### src/rtl/ram_bank.sv
// ram_bank: parametrised single-port synchronous RAM with byte-lane write
// masking, registered read plus valid strobe, and a built-in clear engine.
module ram_bank #(
  parameter int unsigned     AW         = 3,
  parameter int unsigned     DEPTH      = 8,
  parameter int unsigned     DW         = 8,
  parameter int unsigned     LW         = 8,
  parameter logic [DW-1:0]   CLR_VAL    = '0,
  parameter bit              CLR_ON_RST = 1'b1
) (
  input  logic               CLK,
  input  logic               RST_N,
  input  logic               EN0,
  input  logic               WE0,
  input  logic [AW-1:0]      A0,
  input  logic [DW/LW-1:0]   WM0,
  input  logic [DW-1:0]      Di0,
  output logic [DW-1:0]      Do0,
  output logic               VLD0,
  input  logic               CLR,
  output logic               BUSY
);

  localparam int unsigned NL = DW / LW;
  localparam int unsigned IW = (DEPTH > 1) ? $clog2(DEPTH) : 1;

  typedef enum logic {
    S_IDLE,
    S_CLEAR
  } state_e;

  state_e          state_q, state_d;
  logic [AW-1:0]   cnt_q, cnt_d;
  logic            boot_q, boot_d;
  logic            vld_q, vld_d;
  logic [DW-1:0]   do_q, do_d;

  logic [DW-1:0]   mem [DEPTH];

  logic            in_range;
  logic            acc_ok;
  logic [IW-1:0]   acc_idx;
  logic [IW-1:0]   clr_idx;

  // Addresses at or above DEPTH never touch the array; the index is narrowed
  // to the array size only after the range check has qualified it.
  assign in_range = (32'(A0) < DEPTH);
  assign acc_ok   = (state_q == S_IDLE) && EN0;
  assign acc_idx  = IW'(A0);
  assign clr_idx  = IW'(cnt_q);

  // Next-state: sweep sequencing, post-reset kick-off and read pipeline.
  always_comb begin
    state_d = state_q;
    cnt_d   = cnt_q;
    boot_d  = 1'b0;
    vld_d   = acc_ok && !WE0;
    do_d    = '0;
    if (vld_d && in_range) begin
      do_d = mem[acc_idx];
    end
    case (state_q)
      S_IDLE: begin
        cnt_d = '0;
        if (CLR || (boot_q && CLR_ON_RST)) begin
          state_d = S_CLEAR;
        end
      end
      S_CLEAR: begin
        if (cnt_q == AW'(DEPTH - 1)) begin
          state_d = S_IDLE;
          cnt_d   = '0;
        end else begin
          cnt_d = cnt_q + AW'(1);
        end
      end
      default: begin
        state_d = S_IDLE;
        cnt_d   = '0;
      end
    endcase
  end

  // Control and output registers; asynchronous active-low reset.
  always_ff @(posedge CLK or negedge RST_N) begin
    if (!RST_N) begin
      state_q <= S_IDLE;
      cnt_q   <= '0;
      boot_q  <= 1'b1;
      vld_q   <= 1'b0;
      do_q    <= '0;
    end else begin
      state_q <= state_d;
      cnt_q   <= cnt_d;
      boot_q  <= boot_d;
      vld_q   <= vld_d;
      do_q    <= do_d;
    end
  end

  // Storage array: sweep writes take over the port while clearing; reset
  // deliberately leaves contents untouched.
  always_ff @(posedge CLK) begin
    if (state_q == S_CLEAR) begin
      mem[clr_idx] <= CLR_VAL;
    end else if (acc_ok && WE0 && in_range) begin
      for (int unsigned i = 0; i < NL; i++) begin
        if (WM0[i]) begin
          mem[acc_idx][i*LW +: LW] <= Di0[i*LW +: LW];
        end
      end
    end
  end

  assign Do0  = do_q;
  assign VLD0 = vld_q;
  assign BUSY = (state_q == S_CLEAR);

endmodule

### config.mk
export PLATFORM = sky130hd
export DESIGN_NAME = ram_bank
export DESIGN_NICKNAME = d
export VERILOG_FILES = /design/src/rtl/ram_bank.sv
export SDC_FILE = /design/constraint.sdc
export NUM_CORES = 1
export LEC_CHECK = 0
export ABC_AREA = 1
export CORE_UTILIZATION = 57
export DETAILED_ROUTE_END_ITERATION = 10
export DONT_BUFFER_PORTS = 1
export PLACE_DENSITY = 0.75
export SLEW_MARGIN = 20
export SYNTH_ARGS = -nofsm -noshare
export SYNTH_HDL_FRONTEND = slang
export SYNTH_SLANG_ARGS = --single-unit
### constraint.sdc
create_clock -name CLK -period 1.5 [get_ports CLK]
set_input_delay 0.225 -clock CLK [delete_from_list [all_inputs] [get_ports CLK]]
set_output_delay 0.225 -clock CLK [all_outputs]
set_load 0.03 [all_outputs]
==> flow_summary.yaml, run 1 <==
drt:
  drc: 0
  vias: 2320
  wl_microns: 7430
  drt_iter0_markers: 221
  drt-pass1-iter-count: 4
  ant_nets: 0
  viasPerCell: 5.09
  drt-wirelength-per-cell_microns: 16.3
worst_hold_path:
  hp-class: "primary input to flop"
synth:
  ys_seq_elements: 78
  synth_edf_count: 64
  syn_inst: 358
  ys.flop_type: "edfxtp_1"
  yosysWarnings: 0
  avgSynthCellArea_sq_um: 9.80
  async_flop_share: 0.179
  ys_types: 21
  netlist_area_sq_mm: 0.00351
  syn_nets: 377
  seq_area_frac_synth: 0.648
worst_setup_path:
  r2r_cells: 7
  rrSetupSlack_ns: -0.05
  cp.required_ns: 1.53
  worstSetupStartpointType: "flop"
  r2r-start: "BUSY"
  reg2reg_to: "mem[6][6]"
  endpoint: "mem[6][6]"
  cp-startpoint: "BUSY"
  path_class: "flop to flop"
  end_kind: "flop"
  worstPathArrival_ns: 1.59
  cp_max_fo: 8
power:
  p_leak_nw: 1.86
  ir_drop_mv: 0.909
  cellPowerDensity_mw_per_mm2: 1600
  total_power_mw: 6.38
placed_design:
  portBuffers: 0
  post-place-ws_ns: -0.0625
  routabilityCongestion: 0.886
  dp_hpwl_microns: 4940
layout:
  fin_nets: 395
  syn2layout_area_growth_pct: 13.8
  multi_input_area_sq_um: 926
  num-fill-cells: 446
  regArea_sq_mm: 0.00227
  drive_gt1_frac: 0.176
  diodes: 0
flow_run:
  cap_violations: 0
cts:
  cts.sinks: 78
  numCtsBuffers: 9
  clk_pin_slew_ns: 0.08
  h-tree-depth: 3
  worstSkewPairLatency_ns: 0.34
  cts_root_buffer: "clkbuf_8"
  cts_buffer_depth: 2
  cts_tree: "built"
timing:
  finalSetupViolCount: 64
  fmax_mhz: 644
  hold_viol: 0
  slew_headroom: 0.554
  period_needed_ns: 1.55
  worst_pin_slew_ns: 0.666
  clock_skew_ns: 0.00330
  drv_slew: 0
  tns_ns: -2.01
  rsz0062_at_grt: "yes"
  min_period_over_period: 1.04
  setup_ws_ns: -0.0532
grt:
  grt_pass1_vias: 2214
  grt.overflow.total: 0
  grt.total_usage: 0.259
  antenna_found_initial: 0
  grt_pass1_wl_microns: 11600
  grt_max_degree: 35
floorplanning:
  ios: 27
  dieWidth_microns: 80.5
  initial_core_util: 0.593
  core_sq_mm: 0.00592
  dieArea_sq_mm: 0.00647
  die_height_microns: 80.5
  rows: 28
outcome:
  status: "finished with violations"
  violations: "negative setup slack"
## kinds of logic (layout without fill, tap and decap cells)
logic type	count (synthesis)	in the layout	synth area share
AND/OR/NAND/NOR	182	182	0.222
other	1	1	0.00107
AO/OA/AOI/OAI	2	2	0.00285
flip-flops	78	78	0.648
adder cells (fa/ha/maj)	2	2	0.00713
buffers and inverters	93	116	0.119
## layout by cell type, fill, tap and decap left out
| master | n |
|---|---|
| buf_4 | 18 |
| bufinv_16 | 3 |
| clkbuf_1 | 2 |
| clkbuf_8 | 9 |
| clkinvlp_4 | 1 |
| conb_1 | 1 |
| dfrtp_1 | 12 |
| dfrtp_2 | 1 |
| dfstp_2 | 1 |
| dlygate4sd3_1 | 2 |
| edfxtp_1 | 64 |
| ha_1 | 2 |
| inv_1 | 77 |
| inv_4 | 3 |
| inv_6 | 1 |
| nand2_1 | 88 |
| nand2_2 | 15 |
| nand2_4 | 2 |
| nand3_1 | 40 |
| nand3_4 | 1 |
| nand4_2 | 1 |
| nor2_1 | 23 |
| nor2_2 | 1 |
| nor2_4 | 10 |
| nor3_1 | 1 |
| o21ai_0 | 2 |
## report_power, final
part	switching [mW]	internal (mW)	total [mW]
registers	0.169	2.87	3.04
clock network	0.767	1.11	1.88
logic	1.01	0.447	1.46
## cells in the mapped netlist (3+ instances only)
cell type | instances | share of area
buf_2 | 3 | 0.0043
buf_4 | 4 | 0.0086
buf_6 | 6 | 0.019
dfrtp_1 | 13 | 0.093
edfxtp_1 | 64 | 0.55
inv_1 | 77 | 0.082
nand2_1 | 97 | 0.10
nand2_2 | 8 | 0.014
nand3_1 | 40 | 0.057
nor2_1 | 32 | 0.034
## worst max-delay path, stage by stage, from the launching register on
cell and delay, ns:
dfrtp_2 0.42, inv_4 0.08, nand2_4 0.06, nor2_4 0.13
nand2_1 0.09, nand2_2 0.11, nand2_2 0.10, nor2_4 0.24
## registers in the layout, indices dropped and copies added, names as in the netlist
name     flops
Do0          8
clr_idx      3
BUSY         1
VLD0         1
boot_q       1
mem         64
## worst min path at each step
stage	start	slack [ns]	depth (start not counted)	endpoint
after detailed placement	RST_N	-0.07	0	Do0[2]
final	CLR	0.02	2	BUSY
after global routing	A0[2]	0.03	2	Do0[4]
after global placement	RST_N	-0.07	0	Do0[1]
after CTS	CLR	0.007	2	BUSY
after floorplan	RST_N	-0.07	0	BUSY
## metal layers
| metal | track usage | vias up | share of wire | wire length (microns) |
|---|---|---|---|---|
| li1 | - | 1139 | - | - |
| met1 | 0.360 | 1054 | 0.43 | 3190 |
| met2 | 0.379 | 108 | 0.46 | 3450 |
| met5 | 0 | - | 0 | 0 |
| met4 | 0.134 | 0 | 0.026 | 196 |
| met3 | 0.0568 | 19 | 0.081 | 599 |
## cell type report
class,count,area share
clock buffers,11,0.0329
well taps,75,0.0235
clock inverters,5,0.0266
inverters,80,0.0770
repair buffers,20,0.0388
flip-flops and latches,78,0.569
multi-input cells,187,0.232
## stage by stage
| stage | std cells | hold slack (ns) | cell area (sq um) | utilization |
|---|---|---|---|---|
| after global routing | 456 | 0.0317 | 4000 | 0.675 |
| after detailed placement | 437 | -0.0703 | 3720 | 0.628 |
| after global placement | 437 | -0.0703 | 3720 | 0.628 |
| after floorplan | 358 | -0.0706 | 3610 | - |
| after CTS | 455 | 0.00723 | 3980 | 0.672 |
| final | 456 | 0.0235 | 4000 | 0.675 |
## repair_timing
item / in CTS / in global routing
setup buffers: 0 / 1
endpoints found under the setup margin: 64 / 72
pin swaps: 5 / 1
gates resized for setup: 1 / 2
hold buffers: 2 / 0
endpoints found under the hold margin: 15 / 0
cloned: 0 / 0
Note: power is estimated with default switching activity, not from simulation.
==> inputs of run 2 (changes only) <==
Settings changed: CORE_ASPECT_RATIO set to 1.5.
==> run 2 against run 1 <==
Net effect: the flow still finishes with violations (negative setup slack); first-iteration DRC count is 51% lower; combinational power is 3% lower; clock skew is 0.0032 ns higher; clock power fell by 20%; register-to-register slack hardly changed; critical path depth unchanged.
==> flow_summary.yaml, run 2 (synthesis results as in run 1) <==
timing:
  drv_slew: 0
  fmax_mhz: 644
  finalSetupViolCount: 64
  rsz0062_at_grt: "yes"
  period_needed_ns: 1.55
  min_period_over_period: 1.04
  setup_ws_ns: -0.0525
  worst_pin_slew_ns: 0.723
  holdWs_ns: 0.0328
  hold_viol: 0
  clock_skew_ns: 0.00647
  slew_headroom: 0.517
outcome:
  violations: "negative setup slack"
  status: "finished with violations"
floorplanning:
  ios: 27
  core_sq_mm: 0.00587
  dieWidth_microns: 66.1
  initial_core_util: 0.598
  dieArea_sq_mm: 0.00648
  rows: 34
  die_height_microns: 98.1
grt:
  grt_max_degree: 35
  grt.total_usage: 0.246
  grt.overflow.total: 0
  grt_pass1_wl_microns: 11000
  grt_pass1_vias: 2162
  antenna_found_initial: 0
power:
  clockPowerShare: 0.252
  p_int_mw: 4.13
  power_frac_seq: 0.511
  swShare: 0.309
  p_leak_nw: 1.84
  cellPowerDensity_mw_per_mm2: 1520
  ir_drop_mv: 1.09
  p_comb_frac: 0.237
  p_sw_mw: 1.84
cts:
  cts_buffer_depth: 2
  worstSkewPairLatency_ns: 0.35
  numCtsBuffers: 9
  h-tree-depth: 3
  clk_pin_slew_ns: 0.07
  cts.sinks: 78
  cts_root_buffer: "clkbuf_8"
  cts_tree: "built"
placed_design:
  dp_cells: 433
  post-place-ws_ns: -0.0422
  portBuffers: 0
  place_area_sq_mm: 0.00371
  dp_hpwl_microns: 4730
  routabilityCongestion: 0.887
worst_setup_path:
  path_buf_inv: 1
  cp.required_ns: 1.53
  cp_top_family: "simple AND/OR/NAND/NOR gates"
  worstPathArrival_ns: 1.59
  worstSetupStartpointType: "flop"
  cpPeakStageDelay_ns: 0.43
  worstPathCellList: "inv_4, nand2_4, nor2_4, nand2_1, nand2_2, nand2_2, nor2_4"
  path_class: "flop to flop"
  cp_slowest_cell: "dfrtp_2"
  end_kind: "flop"
  cp_max_fo: 8
layout:
  diodes: 0
  fin_area_sq_mm: 0.00393
  syn2layout_area_growth_pct: 12.0
  final_cell_mix: "88 x nand2_1, 77 x inv_1, 64 x edfxtp_1, 40 x nand3_1, 24 x nor2_1"
  stdcell_count: 452
  final_common_cell: "nand2_1"
  fin_nets: 394
  largest_register: "mem"
  drive_gt1_frac: 0.168
  utilization: 0.669
  largest_reg_flops: 64
drt:
  drc: 0
  drt-wirelength-per-cell_microns: 15.4
  drt-pass1-iter-count: 4
  wl_microns: 6940
  vias: 2270
  ant_nets: 0
  drt_iter0_markers: 108
  viasPerCell: 5.02
worst_hold_path:
  hp-class: "primary input to flop"
flow_run:
  cap_violations: 0
==> run 2: changes by cell type in the layout (fill, tap and decap cells not counted), sizes merged <==
cell,before,now
inv,81,80
clkinv,0,3
buf,18,17
bufinv,3,1
==> run 2: worst register-to-register path: cells and delay by family, from the launching register on <==
kind / cells / cell delay (ns)
buf+inv: 1 / 0.09
flops: 1 / 0.43
simple gates: 6 / 0.73
==> run 2: metrics by stage <==
stage | total power [mW] | setup TNS, ns
global route | 6.28 | -7.92
CTS | 6.00 | -1.68
global placement | 4.42 | 0
detailed placement | 4.48 | -2.03
finish | 5.97 | -2.26
floorplan | 4.17 | -2.33
==> run 2: power by group through the flow <==
stage	logic [mW]	clock network (mW)	registers, mW
3_5_place_dp	1.39	0	3.09
2_1_floorplan	1.09	0	3.08
3_3_place_gp	1.34	0	3.08
4_1_cts	1.43	1.53	3.05
6_report	1.42	1.50	3.05
5_1_grt	1.58	1.62	3.08
==> run 2: area by class of cell <==
cell class / instances / area [sq um]
clock buffers: 11 / 141
clock inverters: 5 / 50.0
fillers: 448 / 1940
inverters: 80 / 308
multi-input cells: 187 / 918
flip-flops and latches: 78 / 2270
well taps: 72 / 90.1
repair buffers: 19 / 148
==> run 2: metal layers <==
layer | share of wire | global-route usage | vias to the layer above
met4 | 0.023 | 0.126 | 0
li1 | - | - | 1133
met1 | 0.41 | 0.312 | 1055
met2 | 0.51 | 0.387 | 67
met3 | 0.050 | 0.0619 | 15
met5 | 0 | 0 | -
==> run 2: timing repair <==
| item | CTS | global route |
|---|---|---|
| buffers inserted | 1 | 0 |
| pin swaps | 3 | 1 |
| setup endpoints to repair | 64 | 64 |
| gates cloned | 0 | 0 |
| hold buffers | 2 | 0 |
| endpoints found under the hold margin | 15 | 0 |
| gates resized for setup | 1 | 0 |
==> run 2: worst paths after layout <==
check	start	endpoint	slack, ns	cells after the start
max in group asynchronous	RST_N	BUSY	0.62	1
setup / recovery	BUSY	mem[1][6]	-0.05	7
hold / removal	CLR	BUSY	0.03	2
hold reg to reg	clr_idx[0]	clr_idx[0]	0.48	1
setup reg to reg	BUSY	mem[1][6]	-0.05	7
min in group asynchronous	RST_N	clr_idx[1]	0.37	1
==> inputs of run 3 (changes only) <==
Settings changed: CORE_ASPECT_RATIO 1.5 to not set.
==> results of run 3 <==
Final layout, timing and power as in run 1 (identical DEF).
